$ cat config.mk
export PLATFORM = sky130hd
export DESIGN_NAME = wave_addr_gen_flat
export DESIGN_NICKNAME = d
export VERILOG_FILES = /design/src/rtl/wave_addr_gen_pkg.sv /design/src/rtl/wave_addr_gen_if.sv /design/src/rtl/wave_addr_gen_phase_acc.sv /design/src/rtl/wave_addr_gen.sv /design/src/flat_wrapper.sv
export SDC_FILE = /design/constraint.sdc
export NUM_CORES = 1
export LEC_CHECK = 0
export BUFFER_PORTS_ARGS = -buffer_cell sky130_fd_sc_hd__buf_4
export CORE_MARGIN = 1.5
export CORE_UTILIZATION = 40
export CTS_BUF_LIST = sky130_fd_sc_hd__clkbuf_8
export DETAILED_ROUTE_END_ITERATION = 12
export GPL_TIMING_DRIVEN = 0
export PLACE_DENSITY = 0.57
export RECOVER_POWER = 50
export SETUP_SLACK_MARGIN = 0.15
export SLEW_MARGIN = 30
export SYNTH_ARGS = -nofsm -noshare
export SYNTH_HDL_FRONTEND = slang
export SYNTH_HIERARCHICAL = 1
export SYNTH_SLANG_ARGS = --single-unit
$ cat constraint.sdc
create_clock -name clk -period 3.11 [get_ports clk]
set_clock_uncertainty 0.15 [all_clocks]
set_input_delay 0.4665 -clock clk [delete_from_list [all_inputs] [get_ports clk]]
set_output_delay 0.4665 -clock clk [all_outputs]
set_load 0.005 [all_outputs]
$ cat src/rtl/wave_addr_gen_pkg.sv
// Shared definitions for the wave-memory address generator.
//   state_e : generator FSM states (idle / emitting samples / draining memory pipeline)
//   ADDR_W  : wave memory address width
//   MEM_LAT : wave memory en -> dout_en latency, default drain length
package wave_addr_gen_pkg;

  localparam int unsigned ADDR_W  = 8;
  localparam int unsigned MEM_LAT = 2;

  typedef enum logic [1:0] {
    StIdle,
    StRun,
    StDrain
  } state_e;

endpackage

$ cat src/rtl/wave_addr_gen_if.sv
// Control + memory-request bundle of the wave address generator.
//   start/stop      : one-clock control pulses
//   fword/poff/cycles : configuration, sampled on the start clock only
//   en/addr         : wave memory request
//   busy/done       : status back to the control logic
// master: control/register side; slave: the generator.
interface wave_addr_gen_if
  import wave_addr_gen_pkg::*;
#(
  parameter int unsigned ACC_W = 24,
  parameter int unsigned CNT_W = 16
);

  logic              start;
  logic              stop;
  logic [ACC_W-1:0]  fword;
  logic [ADDR_W-1:0] poff;
  logic [CNT_W-1:0]  cycles;
  logic              en;
  logic [ADDR_W-1:0] addr;
  logic              busy;
  logic              done;

  modport master (
    output start, stop, fword, poff, cycles,
    input  en, addr, busy, done
  );

  modport slave (
    input  start, stop, fword, poff, cycles,
    output en, addr, busy, done
  );

endinterface

$ cat src/rtl/wave_addr_gen_phase_acc.sv
// Phase accumulator.
//   clk, rstn : clock, async active-low reset
//   clr       : synchronous clear (takes priority over inc)
//   inc       : add fword to acc this clock
//   fword     : tuning word
//   acc       : accumulator value
//   carry     : combinational carry-out of acc + fword (a period wraps this clock if inc)
module wave_addr_gen_phase_acc #(
  parameter int unsigned ACC_W = 24
) (
  input  logic             clk,
  input  logic             rstn,
  input  logic             clr,
  input  logic             inc,
  input  logic [ACC_W-1:0] fword,
  output logic [ACC_W-1:0] acc,
  output logic             carry
);

  logic [ACC_W:0] sum;

  assign sum   = {1'b0, acc} + {1'b0, fword};
  assign carry = sum[ACC_W];

  always_ff @(posedge clk or negedge rstn) begin
    if (!rstn) begin
      acc <= '0;
    end else if (clr) begin
      acc <= '0;
    end else if (inc) begin
      acc <= sum[ACC_W-1:0];
    end
  end

endmodule

$ cat src/rtl/wave_addr_gen.sv
// Wave memory address generator (initiator side of the wave-memory interface).
//   clk, rstn : clock, async active-low reset
//   bus       : slave view of wave_addr_gen_if
//               in : start, stop, fword, poff, cycles
//               out: en, addr (memory request), busy, done (status)
// A phase accumulator stepped by the latched tuning word drives the address;
// the run ends after cyc_l full periods (or on stop), then waits DRAIN_LEN
// clocks for the memory pipeline before pulsing done.
module wave_addr_gen
  import wave_addr_gen_pkg::*;
#(
  parameter int unsigned ACC_W     = 24,
  parameter int unsigned CNT_W     = 16,
  parameter int unsigned DRAIN_LEN = MEM_LAT
) (
  input logic           clk,
  input logic           rstn,
  wave_addr_gen_if.slave bus
);

  localparam int unsigned DCNT_W = (DRAIN_LEN > 0) ? $clog2(DRAIN_LEN + 1) : 1;

  state_e state_q, state_d;

  logic [ACC_W-1:0]  fword_l_q;
  logic [ADDR_W-1:0] poff_l_q;
  logic [CNT_W-1:0]  cyc_l_q;
  logic              load;

  logic [CNT_W-1:0]  pcnt_q, pcnt_d;
  logic [DCNT_W-1:0] dcnt_q, dcnt_d;

  logic              en_q, en_d;
  logic [ADDR_W-1:0] addr_q, addr_d;
  logic              busy_q, busy_d;
  logic              done_q, done_d;

  logic              acc_clr, acc_inc;
  logic [ACC_W-1:0]  acc;
  logic              carry;
  logic              last_period;

  wave_addr_gen_phase_acc #(
    .ACC_W (ACC_W)
  ) u_phase_acc (
    .clk   (clk),
    .rstn  (rstn),
    .clr   (acc_clr),
    .inc   (acc_inc),
    .fword (fword_l_q),
    .acc   (acc),
    .carry (carry)
  );

  // The sample being issued now closes the final requested period.
  assign last_period = carry && (cyc_l_q != '0) && (pcnt_q == cyc_l_q - CNT_W'(1));

  always_comb begin
    state_d = state_q;
    pcnt_d  = pcnt_q;
    dcnt_d  = dcnt_q;
    en_d    = 1'b0;
    addr_d  = addr_q;
    busy_d  = busy_q;
    done_d  = 1'b0;
    load    = 1'b0;
    acc_clr = 1'b0;
    acc_inc = 1'b0;

    unique case (state_q)
      StIdle: begin
        busy_d = 1'b0;
        // stop is deliberately not looked at here
        if (bus.start) begin
          load    = 1'b1;
          acc_clr = 1'b1;
          pcnt_d  = '0;
          state_d = StRun;
        end
      end
      StRun: begin
        en_d    = 1'b1;
        busy_d  = 1'b1;
        addr_d  = ADDR_W'(acc >> (ACC_W - ADDR_W)) + poff_l_q;
        acc_inc = 1'b1;
        if (carry) begin
          pcnt_d = pcnt_q + CNT_W'(1);
        end
        if (bus.stop || last_period) begin
          dcnt_d  = '0;
          state_d = StDrain;
        end
      end
      StDrain: begin
        // DRAIN_LEN clocks with en low, then busy falls together with done
        if (dcnt_q == DCNT_W'(DRAIN_LEN)) begin
          busy_d  = 1'b0;
          done_d  = 1'b1;
          state_d = StIdle;
        end else begin
          dcnt_d = dcnt_q + DCNT_W'(1);
        end
      end
      default: begin
        state_d = StIdle;
      end
    endcase
  end

  always_ff @(posedge clk or negedge rstn) begin
    if (!rstn) begin
      state_q <= StIdle;
      pcnt_q  <= '0;
      dcnt_q  <= '0;
      en_q    <= 1'b0;
      addr_q  <= '0;
      busy_q  <= 1'b0;
      done_q  <= 1'b0;
    end else begin
      state_q <= state_d;
      pcnt_q  <= pcnt_d;
      dcnt_q  <= dcnt_d;
      en_q    <= en_d;
      addr_q  <= addr_d;
      busy_q  <= busy_d;
      done_q  <= done_d;
    end
  end

  always_ff @(posedge clk or negedge rstn) begin
    if (!rstn) begin
      fword_l_q <= '0;
      poff_l_q  <= '0;
      cyc_l_q   <= '0;
    end else if (load) begin
      fword_l_q <= bus.fword;
      poff_l_q  <= bus.poff;
      cyc_l_q   <= bus.cycles;
    end
  end

  assign bus.en   = en_q;
  assign bus.addr = addr_q;
  assign bus.busy = busy_q;
  assign bus.done = done_q;

endmodule

$ cat src/flat_wrapper.sv
// flat-port wrapper written by rule: the top's interface ports become plain ports
module wave_addr_gen_flat import wave_addr_gen_pkg::*;
#(
  parameter int unsigned ACC_W     = 24,
  parameter int unsigned CNT_W     = 16,
  parameter int unsigned DRAIN_LEN = MEM_LAT
)
  (clk, rstn, bus_start, bus_stop, bus_fword, bus_poff, bus_cycles, bus_en, bus_addr, bus_busy, bus_done);
  wave_addr_gen_if #(.ACC_W(ACC_W), .CNT_W(CNT_W)) bus_i ();
  input logic clk;
  input logic rstn;
  input wire logic [$bits(bus_i.start)-1:0] bus_start;
  input wire logic [$bits(bus_i.stop)-1:0] bus_stop;
  input wire logic [$bits(bus_i.fword)-1:0] bus_fword;
  input wire logic [$bits(bus_i.poff)-1:0] bus_poff;
  input wire logic [$bits(bus_i.cycles)-1:0] bus_cycles;
  output wire logic [$bits(bus_i.en)-1:0] bus_en;
  output wire logic [$bits(bus_i.addr)-1:0] bus_addr;
  output wire logic [$bits(bus_i.busy)-1:0] bus_busy;
  output wire logic [$bits(bus_i.done)-1:0] bus_done;
  assign bus_i.start = bus_start;
  assign bus_i.stop = bus_stop;
  assign bus_i.fword = bus_fword;
  assign bus_i.poff = bus_poff;
  assign bus_i.cycles = bus_cycles;
  assign bus_en = bus_i.en;
  assign bus_addr = bus_i.addr;
  assign bus_busy = bus_i.busy;
  assign bus_done = bus_i.done;
  wave_addr_gen #(.ACC_W(ACC_W), .CNT_W(CNT_W), .DRAIN_LEN(DRAIN_LEN)) u_core (.clk(clk), .rstn(rstn), .bus(bus_i));
endmodule
======== Word-level counts from Yosys, hierarchy flattened ========
Cells that the tools add are included.
storage, ports and cells
  memories ................................ 0
  word-level logic and storage cells ...... 57
  bits in writable memories ............... 0
  memory bits (read-only) ................. 0
  bits of input ports ..................... 52
  output and inout bits ................... 11
  latch bits .............................. 0
  register bits after elaboration ......... 103
operators by class
  $lt $le $gt $ge ......................... 0
  add/sub/neg operators ................... 5
  bitwise gates (word level) .............. 0
  eq/ne operators ......................... 9
  $mul .................................... 0
  muxes and demuxes ....................... 19
  reduce and logical (&&, ||, !) cells .... 13
  div/mod/pow operators ................... 0
  shifts and indexed selects .............. 0
operator list
  cell                                                    count
  two-way mux 24 bit                                      2
  two-way mux 16 bit                                      2
  one-hot mux 16 bit (2 select lines)                     1
  adder 24 x 24 -> 25 bit                                 1
  adder 16 x 1 -> 16 bit (second input constant)          1
  equality test 16 bit                                    1
  nonzero test 16 bit                                     1
  subtractor 16 x 1 -> 16 bit (second input constant)     1
  two-way mux 2 bit                                       5
  AND reduction 3 bit                                     3
  adder 8 bit                                             1
  two-way mux 1 bit                                       6
  inequality test 2 bit (second input constant)           3
  one-hot mux 2 bit (3 select lines)                      1
  nonzero test 2 bit                                      3
  equality test 2 bit (second input constant)             2
  inequality test 2 x 1 -> 1 bit (second input constant)  2
  one-hot mux 2 bit (2 select lines)                      1
  one-hot mux 1 bit (3 select lines)                      1
  nonzero test 3 bit                                      1
  adder 2 x 1 -> 2 bit (second input constant)            1
  equality test 2 x 1 -> 1 bit (second input constant)    1
  logical AND 1 bit                                       2
  zero test 2 bit                                         1
  other kinds (2)                                         2

======== Depth between registers and ports, before layout ========
  word-level depth ........................ 6
  gate-level depth with buffers ........... 15
  mapped depth without buffers ............ 15

======== Hierarchy ========
The synthesis kept the hierarchy.
modules (own cells, without submodules)
  module                   instances  seq. area each (um^2)  cells an instance  area an instance (um^2)
  wave_addr_gen            1          1,976.9                359                3,978.8
  wave_addr_gen_phase_acc  1          600.6                  275                2,402.3

======== Worst setup path after synthesis ========
No wires, ideal clock.
  path type ............................... register -> register
  start point ............................. register u_core.u_phase_acc.acc[0]
  end point ............................... register u_core.dcnt_q[0]
  path slack .............................. -312 ps
  data arrival time ....................... 3,146 ps
  required time ........................... 2,834 ps
  setup time .............................. 126 ps
  period minus slack after synthesis ...... 3,422 ps
  buffers on the path ..................... 0
  cell stages (with the launch flop) ...... 15
  cells stage by stage .................... dfrtp_1 ha_1 inv_1 fa_1 and2b_1 o2111ai_2 a211oi_2 nor2_1 o21ai_0 a221o_1 nand3_1 nor3_1 o2111ai_1 o41a_1 a221o_1
on the way
  word-level cells in the longest chain between the ends .. 6
ends and longest elaborated chain
  what                                             RTL line                       source
  start: declaration                               wave_addr_gen_phase_acc.sv:16  output logic [ACC_W-1:0] acc,
  start signal: assignment                         wave_addr_gen_phase_acc.sv:31  acc <= sum[ACC_W-1:0];
  adder 24 x 24 -> 25 bit                          wave_addr_gen_phase_acc.sv:22  assign sum = {1'b0, acc} + {1'b0, fword};
  named net u_core.carry                           wave_addr_gen.sv:40            logic carry;
  logical AND 1 bit (2 in series)                  wave_addr_gen.sv:56            assign last_period = carry && (cyc_l_q != '0) && (pcnt_q == cyc_l_q - CNT_W'(1));
  logical OR 1 bit                                 wave_addr_gen.sv:89            if (bus.stop || last_period) begin
  inequality test 2 x 1 -> 1 bit (no source line)  n/a
  AND reduction 3 bit (no source line)             n/a
  end signal: assignment                           wave_addr_gen.sv:122           dcnt_q <= dcnt_d;
  end: declaration                                 wave_addr_gen.sv:31            logic [DCNT_W-1:0] dcnt_q, dcnt_d;
The timed path passes the listed nets, and every way through them passes these cells.
A chain may end at the register's enable or synchronous reset.

======== Worst setup path in the final report ========
Ends and elaborated chain as after synthesis.

==> impl_metrics.yaml <==
cells_and_area:
  utilization_pct: 49.4
  antenna_cells: 0
  nFillCells: 1432
  fin_nets: 808
  drive_gt1_share_pct: 26.8
  syn2layout_area_growth_pct: 18.9
  multiInputGateArea_um2: 3730
  seqCellArea_um2: 2580
  stdcell_count: 935
status:
  status: "complete, but fails checks"
  violations: "max-capacitance violations, max-slew violations, negative setup slack"
setup_path:
  reg2reg_slack_ns: -0.36
  cp-start-kind: "flip-flop"
  cp.required_ns: 3.23
  critical_path_class: "flip-flop to flip-flop"
  crit_path_end_kind: "flip-flop"
  critPathArrivalTime_ns: 3.59
  critPathMaxFanout: 3
cts:
  cts_max_level: 3
  cts_tree: "yes"
  cts_root_buf: "clkbuf_8"
  clk_pin_slew_ns: 0.10
  clock-sinks: 103
  clk_latency_ns: 0.38
  cts_max_path_buffers: 2
  cts_made_buffers: 9
power_and_ir_drop:
  total_power_w: 0.00783
  ir_worst_vdd_uv: 383
  power_density_nw_per_um2: 1030
  power_leakage_nw: 3.32
die:
  initial_utilization_pct: 41.5
  die_h_um: 129
  coreArea_um2: 15400
  rows: 45
  io_pins: 63
  die_w_um: 129
  dieArea_um2: 16700
detailed_routing:
  wl_um: 15600
  ant_nets: 0
  dr_total_vias: 5174
  drt-vias-per-instance: 5.53
  drtIter0Drc: 298
  drc: 0
  routedWlPerCell_um: 16.7
  drtPass1Iterations: 7
min_path:
  hold_class: "primary input to flip-flop"
yosys:
  synth_area_um2: 6380
  netlist_instances: 634
  syn_nets: 723
  synthArstFlopShare_pct: 100
  ys_seq_area_share_pct: 40.4
  synth-edff-count: 0
  synth-warning-count: 6
  ys_ff_latch: 103
  syn_avg_cell_area_um2: 10.1
  postSynth.topFlopCell: "dfrtp_1"
  synth_cell_types: 80
sta:
  setup_violations: 15
  fin_ws_ns: -0.360
  fin_crit_sh_pct: 112
  timing.fmax_mhz: 288
  period_minus_slack_ns: 3.47
  hold_viol_final: 0
  tightest_slew_ns: 2.57
  max-slew-margin-rel_pct: -71.2
  maxSlewViolCount: 104
  rsz0062_at_grt: "yes"
global_route:
  grt_pass1_wl_um: 25500
  grt_use_met2_pct: 29.4
  grt_use_total_pct: 19.6
  first_global_vias: 4977
  grt-busiest-layer: "met2"
  grt_max_degree: 104
  grt_use_met3_pct: 2.73
  grt_use_met1_pct: 28.7
  antenna_found_initial: 0
  grt_remaining_overflow: 0
placement:
  routabilityCongestion: 0.882
  dpl.cell_count: 907
  dp_hpwl_um: 11500
  port_buffers: 62
flow_run:
  drv_cap: 1
registers in the layout, summed over array words and instances, names as in the netlist:
name and count:
u_core/fword_l_q 24, u_core/u_phase_acc/acc 24, u_core/cyc_l_q 16, u_core/pcnt_q 16
u_core/bus.addr 8, u_core/poff_l_q 8, u_core/dcnt_q 2, u_core/state_q 2
u_core/bus.busy 1, u_core/bus.done 1, u_core/bus.en 1
stage by stage:
stage | instance area [um^2] | hold WS (ns) | setup WS [ns] | TNS [ns]
3_5_place_dp | 7140 | 0.322 | -1.13 | -30.23
5_1_grt | 7590 | 0.132 | -0.505 | -6.05
4_1_cts | 7560 | 0.0895 | -0.362 | -3.47
2_1_floorplan | 6410 | 0.0209 | -0.290 | -1.04
6_report | 7590 | 0.140 | -0.360 | -3.42
3_3_place_gp | 7140 | 0.318 | -1.05 | -28.03
power breakdown:
group | internal (W) | total [W] | switching (W) | leakage, nW
Combinational | 0.00196 | 0.00439 | 0.00244 | 1.90
Sequential | 0.00188 | 0.00234 | 0.000466 | 1.29
Clock | 0.000614 | 0.00109 | 0.000479 | 0.136
cell usage after synthesis (3+ instances only):
master / n / area [um^2]
nand2b_1: 5 / 31.3
and3_1: 3 / 18.8
o21ai_0: 28 / 140
clkbuf_1: 17 / 63.8
a31oi_1: 3 / 18.8
or3_1: 8 / 50.1
nor3_1: 16 / 80.1
o21a_1: 5 / 37.5
a22o_1: 3 / 26.3
nand2_1: 53 / 199
mux2_2: 43 / 484
nor2b_1: 4 / 25.0
and2_1: 5 / 31.3
a21oi_1: 29 / 145
dfrtp_1: 103 / 2580
a32o_1: 3 / 30.0
nand3b_1: 6 / 45.0
nor3b_1: 8 / 60.1
nor4_1: 4 / 25.0
a21o_1: 14 / 105
nand3_1: 15 / 75.1
inv_1: 24 / 90.1
a221o_1: 6 / 60.1
xnor2_1: 20 / 175
nor2_1: 50 / 188
o31ai_1: 5 / 37.5
a21boi_0: 3 / 22.5
nand4_1: 8 / 50.1
mux2i_1: 7 / 70.1
xor2_1: 23 / 201
o211ai_1: 3 / 22.5
ha_1: 35 / 438
a311oi_1: 4 / 35.0
a211oi_1: 6 / 45.0
a211oi_2: 3 / 37.5
critical path, stage by stage, from the launching register on:
cell and delay [ns]:
dfrtp_1 0.38, ha_2 0.19, inv_2 0.04, fa_2 0.33
and2b_2 0.26, o2111ai_4 0.14, a211oi_4 0.28, nor2_2 0.07
o21ai_2 0.16, a221o_1 0.24, nand3_2 0.09, nor3_2 0.18
o2111ai_2 0.16, o41a_1 0.39, a221o_1 0.31
routing by layer:
| metal | up-vias | wire length, um |
|---|---|---|
| li1 | 2491 | - |
| met2 | 134 | 6770 |
| met4 | 0 | 306 |
| met3 | 16 | 619 |
| met5 | - | 0 |
| met1 | 2533 | 7910 |
area by class of cell:
cell class,instances,share of cell area [%]
buffer,22,1.42
clock buffer,9,1.63
clock inverter,7,1.80
inverter,25,1.29
multi-input combinational,484,49.1
sequential,103,34.0
tap,211,3.48
timing repair buffer,74,7.29
final timing paths:
kind	start	endpoint	depth (start not counted)
max	u_core/u_phase_acc/acc[0]$_DFFE_PN0P_	u_core/dcnt_q[0]$_DFFE_PN0P_	14
min in group asynchronous	rstn	u_core/u_phase_acc/acc[0]$_DFFE_PN0P_	1
min	bus_cycles[13]	u_core/cyc_l_q[13]$_DFFE_PN0P_	3
max in group asynchronous	rstn	u_core/u_phase_acc/acc[10]$_DFFE_PN0P_	1
min reg2reg	u_core/bus.addr[3]$_DFFE_PN0P_	u_core/bus.addr[3]$_DFFE_PN0P_	2
max reg2reg	u_core/u_phase_acc/acc[0]$_DFFE_PN0P_	u_core/dcnt_q[0]$_DFFE_PN0P_	14
cell families (layout without fill, tap and decap cells):
kind of cell | Yosys count | in the layout | synth area share (%)
compound gates | 152 | 152 | 18.3
xor+xnor | 43 | 43 | 5.90
simple gates | 202 | 202 | 16.3
flops | 103 | 103 | 40.4
mux | 50 | 50 | 8.69
fa+ha+maj | 37 | 37 | 7.49
buf+inv | 47 | 137 | 2.92
placed cells by master (no fill, tap or decap), types with 8 or more instances in the layout:
cell and count:
inv_1 24, a21o_1 14, nor3_1 14, nor2_1 46
clkbuf_2 10, nand3_1 14, dfrtp_1 103, ha_1 32
nand4_1 8, xor2_1 23, a21oi_1 28, clkbuf_1 9
nand2_1 53, clkbuf_8 9, mux2_2 43, buf_4 73
o21ai_0 27, xnor2_1 20
what timing repair did:
action / 4_1_cts / 5_1_grt
hold endpoints to repair: 0 / 0
gates resized for setup: 22 / 10
setup endpoints to repair: 44 / 30
pin swaps: 15 / 2
hold buffers: 0 / 0
buffers inserted: 11 / 1
No activity file was read; power rests on OpenSTA's default activity.
